===== config.mk =====
export PLATFORM = sky130hd
export DESIGN_NAME = instr_encoder
export DESIGN_NICKNAME = d
export VERILOG_FILES = /design/src/rtl/instr_encoder.sv
export SDC_FILE = /design/constraint.sdc
export NUM_CORES = 1
export LEC_CHECK = 0
export BUFFER_PORTS_ARGS = -buffer_cell sky130_fd_sc_hd__buf_2
export CAP_MARGIN = 5
export CORE_MARGIN = 1
export CORE_UTILIZATION = 35
export DETAILED_ROUTE_END_ITERATION = 10
export HOLD_SLACK_MARGIN = 0.08
export PLACE_DENSITY = 0.62
export SKIP_CTS_REPAIR_TIMING = 1
export SLEW_MARGIN = 20
export SYNTH_ARGS = -nofsm -noshare
export SYNTH_HDL_FRONTEND = slang
export SYNTH_SLANG_ARGS = --single-unit

===== constraint.sdc =====
create_clock -name clk -period 2.1 [get_ports clk]
set_clock_uncertainty 0.05 [all_clocks]
set_input_delay 0.42 -clock clk [delete_from_list [all_inputs] [get_ports clk]]
set_output_delay 0.42 -clock clk [all_outputs]
set_load 0.02 [all_outputs]

===== src/rtl/instr_encoder.sv =====
// RV32I instruction encoder that streams encoded words into an instruction memory.
// It fills the memory from address 0 until the last instruction arrives, a clear is applied, or the memory is full.
module instr_encoder #(
    parameter int DEPTH  = 256,
    parameter int ADDR_W = 8
) (
    input  logic              clk,
    input  logic              rst,
    input  logic              clear,
    input  logic              in_valid,
    output logic              in_ready,
    input  logic [3:0]        in_fmt,
    input  logic [4:0]        in_rd,
    input  logic [4:0]        in_rs1,
    input  logic [4:0]        in_rs2,
    input  logic [2:0]        in_funct3,
    input  logic [6:0]        in_funct7,
    input  logic [31:0]       in_imm,
    input  logic              in_last,
    output logic              imem_we,
    output logic [ADDR_W-1:0] imem_addr,
    output logic [31:0]       imem_wdata,
    output logic [ADDR_W:0]   count,
    output logic              done,
    output logic              err
);

    typedef enum logic [3:0] {
        FMT_R     = 4'd0,
        FMT_I     = 4'd1,
        FMT_LOAD  = 4'd2,
        FMT_S     = 4'd3,
        FMT_B     = 4'd4,
        FMT_JAL   = 4'd5,
        FMT_JALR  = 4'd6,
        FMT_LUI   = 4'd7,
        FMT_AUIPC = 4'd8
    } fmt_e;

    typedef enum logic {
        ST_LOAD,
        ST_DONE
    } state_e;

    localparam logic [ADDR_W:0] DEPTH_C = (ADDR_W+1)'(DEPTH);
    localparam logic [ADDR_W:0] ONE_C   = (ADDR_W+1)'(1);

    state_e            state_q, state_d;
    logic [ADDR_W:0]   count_q, count_d;
    logic              err_q, err_d;
    logic              we_q, we_d;
    logic [ADDR_W-1:0] addr_q, addr_d;
    logic [31:0]       wdata_q, wdata_d;

    logic [31:0] enc_word;
    logic        illegal;
    logic        accept;

    always_comb begin
        // NOTE: every always_comb output gets a default first so no path can infer a latch.
        enc_word = '0;
        illegal  = 1'b0;
        case (in_fmt)
            FMT_R:     enc_word = {in_funct7, in_rs2, in_rs1, in_funct3, in_rd, 7'd51};
            FMT_I: begin
                if (in_funct3 == 3'b001 || in_funct3 == 3'b101)
                    enc_word = {in_funct7, in_imm[4:0], in_rs1, in_funct3, in_rd, 7'd19};
                else
                    enc_word = {in_imm[11:0], in_rs1, in_funct3, in_rd, 7'd19};
            end
            FMT_LOAD:  enc_word = {in_imm[11:0], in_rs1, in_funct3, in_rd, 7'd3};
            FMT_S:     enc_word = {in_imm[11:5], in_rs2, in_rs1, in_funct3, in_imm[4:0], 7'd35};
            FMT_B: begin
                enc_word = {in_imm[12], in_imm[10:5], in_rs2, in_rs1, in_funct3,
                            in_imm[4:1], in_imm[11], 7'd99};
                illegal  = in_imm[0];
            end
            FMT_JAL: begin
                enc_word = {in_imm[20], in_imm[10:1], in_imm[11], in_imm[19:12], in_rd, 7'd111};
                illegal  = in_imm[0];
            end
            FMT_JALR:  enc_word = {in_imm[11:0], in_rs1, 3'b000, in_rd, 7'd103};
            FMT_LUI:   enc_word = {in_imm[31:12], in_rd, 7'd55};
            FMT_AUIPC: enc_word = {in_imm[31:12], in_rd, 7'd23};
            default:   illegal  = 1'b1;
        endcase
    end

    assign in_ready = (state_q == ST_LOAD) && (count_q < DEPTH_C);
    assign accept   = in_valid && in_ready;

    // Clear wins over a simultaneous request; rejected words still consume in_last.
    always_comb begin
        state_d = state_q;
        count_d = count_q;
        err_d   = err_q;
        we_d    = 1'b0;
        addr_d  = addr_q;
        wdata_d = wdata_q;
        if (clear) begin
            state_d = ST_LOAD;
            count_d = '0;
            err_d   = 1'b0;
            addr_d  = '0;
            wdata_d = '0;
        end else if (accept) begin
            if (illegal) begin
                err_d = 1'b1;
            end else begin
                we_d    = 1'b1;
                addr_d  = count_q[ADDR_W-1:0];
                wdata_d = enc_word;
                count_d = count_q + ONE_C;
            end
            if (in_last)
                state_d = ST_DONE;
        end
    end

    always_ff @(posedge clk) begin
        // NOTE: state registers use non-blocking assignments so every flop samples pre-edge values.
        if (rst) begin
            state_q <= ST_LOAD;
            count_q <= '0;
            err_q   <= 1'b0;
            we_q    <= 1'b0;
            addr_q  <= '0;
            wdata_q <= '0;
        end else begin
            state_q <= state_d;
            count_q <= count_d;
            err_q   <= err_d;
            we_q    <= we_d;
            addr_q  <= addr_d;
            wdata_q <= wdata_d;
        end
    end

    assign imem_we    = we_q;
    assign imem_addr  = addr_q;
    assign imem_wdata = wdata_q;
    assign count      = count_q;
    assign done       = (state_q == ST_DONE);
    assign err        = err_q;

endmodule


==> metrics.md, run 1 <==
| Metric | Value |
|---|---|
| Worst stage delay on the critical path | `around 360 ps` |
| Half-perimeter wire length after detailed placement | `7326 um` |
| Remaining design rule violation count | `0` |
| Synthesized flop and latch total | `between 50 and 60` |
| Global-route wire length before repair | `between 15000 and 20000 um` |
| Clock tree from TritonCTS | `done` |
| CTS HTree Levels | `2` |
| Cell type group with the largest total delay on the critical path | `simple AND/OR/NAND/NOR gates` |
| Site Rows | `34` |
| I/O pin count | `about 120` |
| Worst Max-Slew Pin Slew | `approximately 820 ps` |
| Yosys cell types | `65` |
| Clock period minus final worst setup slack | `about 1800 ps` |
| Primary flip-flop cell chosen by synthesis mapping | `dfxtp_1` |
| Worst IR drop on VDD | `~0.28 mV` |
| Count of cells along the worst register-to-register path | `5` |
| DR vias | `between 3000 and 4000` |
| Static leakage | `roughly 1.7 nW` |
| Worst R2R Start | `count[8]$_SDFFE_PP0P_` |
| Register-to-register path setup slack | `roughly 400 ps` |
| Reg-to-reg critical path endpoint | `imem_wdata[29]$_SDFFE_PP0P_` |
| Filler cell count in the final layout | `about 900` |
| Number of antenna violations at the first check in global routing | `0` |
| Required time reported for the critical path endpoint | `~2300 ps` |
| Bufs on Longest Clock Path | `2` |
| Endpoint with the worst hold slack | `done$_SDFFE_PP0P_` |
| Max_slew headroom | `a little under half` |
| Result of the run | `finished, final reports clean` |
| Number of violations reported at the end of detailed-routing iteration 0 | `between 300 and 400` |
| Average wire length per cell after detail routing | `around 18 um` |
| Worst-path cell with the longest stage delay | `or2_2` |
| Proportion of synthesized chip area in sequential cells | `about a third` |
| Combined area of all synthesized cells | `3142 um^2` |
| Setup crit end kind | `flop` |
| Count of buffer and inverter cells on the critical path | `3` |
| Worst Min Path Start | `in_last` |
| Cell Pwr Density | `535.6 nW/um^2` |
| Post-layout nets | `550` |
| Hold path depth | `3` |
| Die X-Extent | `96.75 um` |
| Detail-routed via count per cell | `~6.1` |
| Period Utilization, post-route | `approximately 90%` |
| First-pass detailed-route iteration total | `5` |
| Cell taking the most area after synthesis | `dfxtp_1` |
| Critical path class | `in -> reg` |
| Async S/R FF share, synth | `0%` |
| Leading post-synthesis cells by cell area | `dfxtp_1 (32%), a31oi_1 (5.4%), a311oi_1 (5.0%)` |
| Sequential cell area | `between 1000 and 1500 um^2` |
| Max FO, Critical Path | `19` |
| Number of routed nets with antenna violations | `0` |
| Synthesized instance count | `between 300 and 400` |
| Die height | `~97 um` |
| Placer's final routability congestion estimate | `a little over 0.8` |
| Number of global-route vias before repair | `between 3000 and 4000` |
| Total die area | `slightly above 9000 um^2` |
| Count of flip-flops with a built-in enable after synthesis | `0` |
| Multi-input gate area | `about 1900 um^2` |
| Effective utilization at floorplan | `between 30% and 40%` |
| Mean post-synth cell area | `8.312 um^2` |
| Total wirelength of the detailed-routed design | `between 10000 and 15000 um` |
| Syn nets | `~450` |
| Fraction of post-synthesis cell area in the top cell type by area | `between 30% and 40%` |
| Classification of the worst-slack hold path | `in -> reg` |
| Number of max-cap violations | `0` |
| Diodes inserted | `0` |
| Reg clk slew, reported paths | `~100 ps` |
| Number of CTS-inserted buffers | `5` |
| Area growth from synthesis to layout | `27.24%` |
| Post-placement cell area | `3910 um^2` |
| Final max-slew violation count | `0` |
| Total of endpoints with negative setup slack in the final report | `0` |
| Fmax | `544.9 MHz` |
| Summed area of non-filler cells in the final layout | `3998 um^2` |
| Sum of overflow across all layers after global routing | `0` |
| Number of warnings printed during yosys synthesis | `0` |
| RSZ-0062 raised after global routing | `no` |
| Element type at the critical path start | `input pin` |
| Overall global routing resource usage | `approximately 22%` |
| Most used cell, CP | `buf_4` |
| Number of sinks driven by the clock tree | `51` |
| Total power of the final layout | `0.002141 W` |
| Root buffer cell | `clkbuf_8` |
| Core box area | `8721 um^2` |
| Worst-path cell chain | `buf_2 > buf_4 > or2_2 > nand2_1 > buf_4 > a41oi_1 > a31o_1` |
| Clock Latency Late Sink | `between 300 and 400 ps` |
| Largest net degree at the start of global routing | `42` |
| Layout cell share with drive strength beyond 1 | `roughly a third` |
| Input/output buffers | `between 100 and 150` |
| Signal arrival time at the worst endpoint | `~2000 ps` |
| Count of endpoints failing hold in the final timing report | `0` |
## worst min-delay path, delay by kind of cell
family | cells | cell delay, ps
buffers and inverters | 1 | 70
and+or+nand+nor | 1 | 70
AOI/OAI and AO/OA | 1 | 50
## cell type report
class                      count  area share [%]
inverter                       6          0.5634
timing repair buffer         145           21.10
multi-input combinational    274           47.23
sequential                    51           25.54
clock inverter                 3          0.4695
tap                          108           3.380
clock buffer                   5           1.721
## power by group
group / switching (W) / internal (W) / leakage, nW / total (W)
Sequential: 0.0000144 / 0.000989 / 0.413 / 0.00100
Combinational: 0.000329 / 0.000219 / 1.19 / 0.000548
Clock: 0.000353 / 0.000236 / 0.0483 / 0.000589
## synth_stat cells (all sizes together) (2+ instances only)
cell and number:
o2111ai 2, mux2i 10, nor3 4, nand2b 5, a32oi 9, and2 2, o31ai 13, nor2 5
nand4 12, nand3 9, or3 5, a211o 4, nor2b 7, a31oi 27, a311o 4, nand2 35
clkbuf 19, o211ai 2, and3 2, o21a 3, nor4 5, o21ai 8, dfxtp 51, a21o 2
or2 3, a21oi 24, a22oi 5, inv 5, a211oi 6, buf 28, a311oi 18, o311a 4
o22ai 4, nand3b 5, a221oi 8, a31o 5
## metal layers
| metal | share of wire (%) | vias up | GRT usage [%] |
|---|---|---|---|
| met1 | 44 | 1699 | 30.19 |
| met3 | 8.4 | 9 | 3.974 |
| li1 | - | 1708 | - |
| met4 | 0.78 | 0 | 3.215 |
| met5 | 0 | - | 0 |
| met2 | 46 | 183 | 37.32 |
## state kept, by name, indices dropped and copies added, names as in the netlist
signal,cells
imem_wdata,31
count,9
imem_addr,8
done,1
err,1
imem_we,1
## worst max-delay path by stage
stage / startpoint / endpoint / slack, ps / cells after the start
2_1_floorplan: count[8]$_SDFFE_PP0P_ / imem_wdata[7]$_SDFFE_PP0P_ / 230 / 6
3_3_place_gp: in_fmt[0] / imem_wdata[30]$_SDFFE_PP0P_ / -130 / 6
3_5_place_dp: in_fmt[3] / imem_wdata[29]$_SDFFE_PP0P_ / -60 / 6
4_1_cts: in_fmt[0] / imem_wdata[17]$_SDFFE_PP0P_ / 280 / 6
5_1_grt: in_fmt[3] / imem_wdata[29]$_SDFFE_PP0P_ / 200 / 6
6_report: in_fmt[0] / count[2]$_SDFFE_PP0P_ / 260 / 7
## stage by stage
stage          setup slack (ps)  setup TNS (ps)  cells  hold WS (ps)  utilization (%)
2_1_floorplan             227.2               0    378         494.1                -
3_5_place_dp             -55.99          -332.8    584         407.5            44.84
3_3_place_gp             -130.0           -3064    584         403.6            44.79
5_1_grt                   195.2               0    592         310.5            45.84
4_1_cts                   280.2               0    592         285.1            45.84
6_report                  264.7               0    592         287.5            45.84
## layout by cell type (no fill, tap or decap), types with 5 or more instances in the layout
cell and instances:
buf_2 118, dfxtp_1 51, nand2_1 34, a31oi_1 27, a21oi_1 23, buf_4 23
a311oi_1 18, o31ai_1 13, nand4_1 12, mux2i_1 10, nand3_1 9, a32oi_1 9
a221oi_1 8, nor2b_1 7, o21ai_0 7, nor2_1 5, or3_1 5, nand2b_1 5
nand3b_1 5, a22oi_1 5, a211oi_1 5, clkbuf_8 5
## cells by family after synthesis
logic type / count (synthesis) / share of synthesized area (%)
fa+ha+maj: 1 / 0.3982
simple gates: 107 / 19.08
compound gates: 154 / 36.12
xor+xnor: 1 / 0.2788
flops: 51 / 32.50
mux: 11 / 3.545
buf+inv: 53 / 8.084
Power figures use the tool's default switching activity.
==> run 2, diff against run 1 <==
--- a/config.mk
+++ b/config.mk
@@ -12,6 +12,7 @@
 export DETAILED_ROUTE_END_ITERATION = 10
 export HOLD_SLACK_MARGIN = 0.08
 export PLACE_DENSITY = 0.62
+export REMOVE_ABC_BUFFERS = 1
 export SKIP_CTS_REPAIR_TIMING = 1
 export SLEW_MARGIN = 20
 export SYNTH_ARGS = -nofsm -noshare
==> run 2 against run 1 <==
Sequential cell count stayed put; hold slack hardly changed; clock power is 7.6% higher; via count is 2.9% lower; routed wire length is 6.6% lower; global-route usage is 1.2 points lower; maximum frequency is 0.99% lower; power is 1.4% higher; first-iteration DRC count is 33% lower; register-to-register slack worse by 60 ps; utilization hardly changed; largest cell class unchanged.
==> metrics.md, run 2 (same netlist as run 1, synthesis figures left out) <==
| Metric | Value |
|---|---|
| Result of the run | `finished, final reports clean` |
| Total of endpoints with negative setup slack in the final report | `0` |
| Worst-case hold slack | `287.7 ps` |
| Max_slew headroom | `between 30% and 40%` |
| Effective utilization at floorplan | `a little over a third` |
| CTS HTree Levels | `2` |
| First-pass detailed-route iteration total | `5` |
| Count of endpoints failing hold in the final timing report | `0` |
| RSZ-0062 raised after global routing | `no` |
| Overall global routing resource usage | `approximately a fifth` |
| Post-placement cell area | `3895 um^2` |
| Classification of the worst-slack hold path | `in -> reg` |
| Fmax | `539.5 MHz` |
| Period Utilization, post-route | `88.27%` |
| Die X-Extent | `96.75 um` |
| Critical path class | `in -> reg` |
| Clock period minus final worst setup slack | `1854 ps` |
| Diodes inserted | `0` |
| Max FO, Critical Path | `20` |
| Cell Pwr Density | `about 540 nW/um^2` |
| Max FFs per register | `31` |
| Clock tree from TritonCTS | `done` |
| Remaining design rule violation count | `0` |
| Worst Max-Slew Pin Slew | `~1000 ps` |
| Number of max-cap violations | `0` |
| Half-perimeter wire length after detailed placement | `approximately 6900 um` |
| Clock Latency Late Sink | `between 300 and 400 ps` |
| Layout cell share with drive strength beyond 1 | `34.65%` |
| Element type at the critical path start | `input pin` |
| Number of antenna violations at the first check in global routing | `0` |
| Largest net degree at the start of global routing | `42` |
| Static leakage | `1.647 nW` |
| Input/output buffers | `between 100 and 150` |
| Site Rows | `34` |
| Number of global-route vias before repair | `about 3300` |
| Required time reported for the critical path endpoint | `roughly 2300 ps` |
| Signal arrival time at the worst endpoint | `about 2000 ps` |
| Core box area | `between 8000 and 9000 um^2` |
| Bufs on Longest Clock Path | `2` |
| Met2 track utilization from global routing | `roughly a third` |
| Die height | `96.75 um` |
| Global-route wire length before repair | `16340 um` |
| Met1 capacity usage during global routing | `between 20% and 30%` |
| Area growth from synthesis to layout | `27.28%` |
| Total die area | `9360 um^2` |
| Setup crit end kind | `flop` |
| Post-layout nets | `548` |
| DR vias | `3494` |
| Placer's final routability congestion estimate | `0.8516` |
| Root buffer cell | `clkbuf_8` |
| Number of sinks driven by the clock tree | `51` |
| Summed area of non-filler cells in the final layout | `~4000 um^2` |
| Worst IR drop on VDD | `0.2793 mV` |
| Commonest cells after routing, fill and taps aside | `buf_2 (118), dfxtp_1 (51), nand2_1 (34)` |
| Met3 track demand over resource in global routing | `about 4.4%` |
| Sum of overflow across all layers after global routing | `0` |
| I/O pin count | `between 100 and 150` |
| Detail-routed via count per cell | `5.922` |
| Number of violations reported at the end of detailed-routing iteration 0 | `218` |
| Most common cell after layout, fill and taps aside | `buf_2` |
| Reg clk slew, reported paths | `roughly 90 ps` |
| Total wirelength of the detailed-routed design | `9804 um` |
| Busiest grt layer | `met2` |
| Final max-slew violation count | `0` |
| Average wire length per cell after detail routing | `approximately 17 um` |
| Number of routed nets with antenna violations | `0` |
| Filler cell count in the final layout | `roughly 870` |
| Number of CTS-inserted buffers | `5` |
==> run 2: cell types whose count changed in the layout (fill, tap and decap cells not counted), sizes merged <==
cell      before  now
buf          145  143
clkbuf         5    7
clkinv         3    1
clkinvlp       0    1
inv            6    5
==> run 2: where the power goes <==
part	switching [W]	total, W	internal (W)
Clock	0.000333	0.000634	0.000300
Sequential	0.0000132	0.00100	0.000989
Combinational	0.000319	0.000536	0.000217
Total	0.000666	0.00217	0.00151
==> run 2: critical path, stage by stage <==
cell and delay (ps):
buf_2 210, inv_2 60, a21oi_2 730, nor3_4 90, buf_4 240, a311oi_1 240
==> run 2: path summary, 6_finish.rpt <==
path	startpoint	to	slack, ps	depth (start not counted)
setup reg to reg	count[8]$_SDFFE_PP0P_	imem_wdata[4]$_SDFFE_PP0P_	340	5
hold reg to reg	imem_wdata[5]$_SDFFE_PP0P_	imem_wdata[5]$_SDFFE_PP0P_	430	2
setup / recovery	in_fmt[1]	imem_wdata[4]$_SDFFE_PP0P_	250	6
hold / removal	in_last	done$_SDFFE_PP0P_	290	3
==> run 2: area by class of cell <==
cell class | instances | area, um^2 | share of cell area (%)
inverters | 6 | 22.52 | 0.5632
well taps | 108 | 135.1 | 3.379
repair buffers | 143 | 828.3 | 20.71
multi-input cells | 274 | 1888 | 47.22
clock inverters | 1 | 7.507 | 0.1877
clock buffers | 7 | 96.34 | 2.409
flip-flops and latches | 51 | 1021 | 25.53
==> run 2: per-layer routing <==
layer	routed length [um]	part of all wire, %
met5	0	0
met4	168	1.7
met3	771	7.9
met2	4675	48
met1	4188	43
==> run 2: through the flow <==
| step | worst slack, ps | power, W | cells | setup TNS [ps] | util (%) |
|---|---|---|---|---|---|
| 4_1_cts | 241.3 | 0.002197 | 590 | 0 | 45.85 |
| 6_report | 246.4 | 0.002172 | 590 | 0 | 45.85 |
| 5_1_grt | 67.56 | 0.002291 | 590 | 0 | 45.85 |
| 3_5_place_dp | -89.96 | 0.001559 | 582 | -1181 | 44.66 |
| 3_3_place_gp | -27.79 | 0.001552 | 582 | -434.8 | 44.66 |
| 2_1_floorplan | -748.9 | 0.001291 | 331 | -18650 | - |
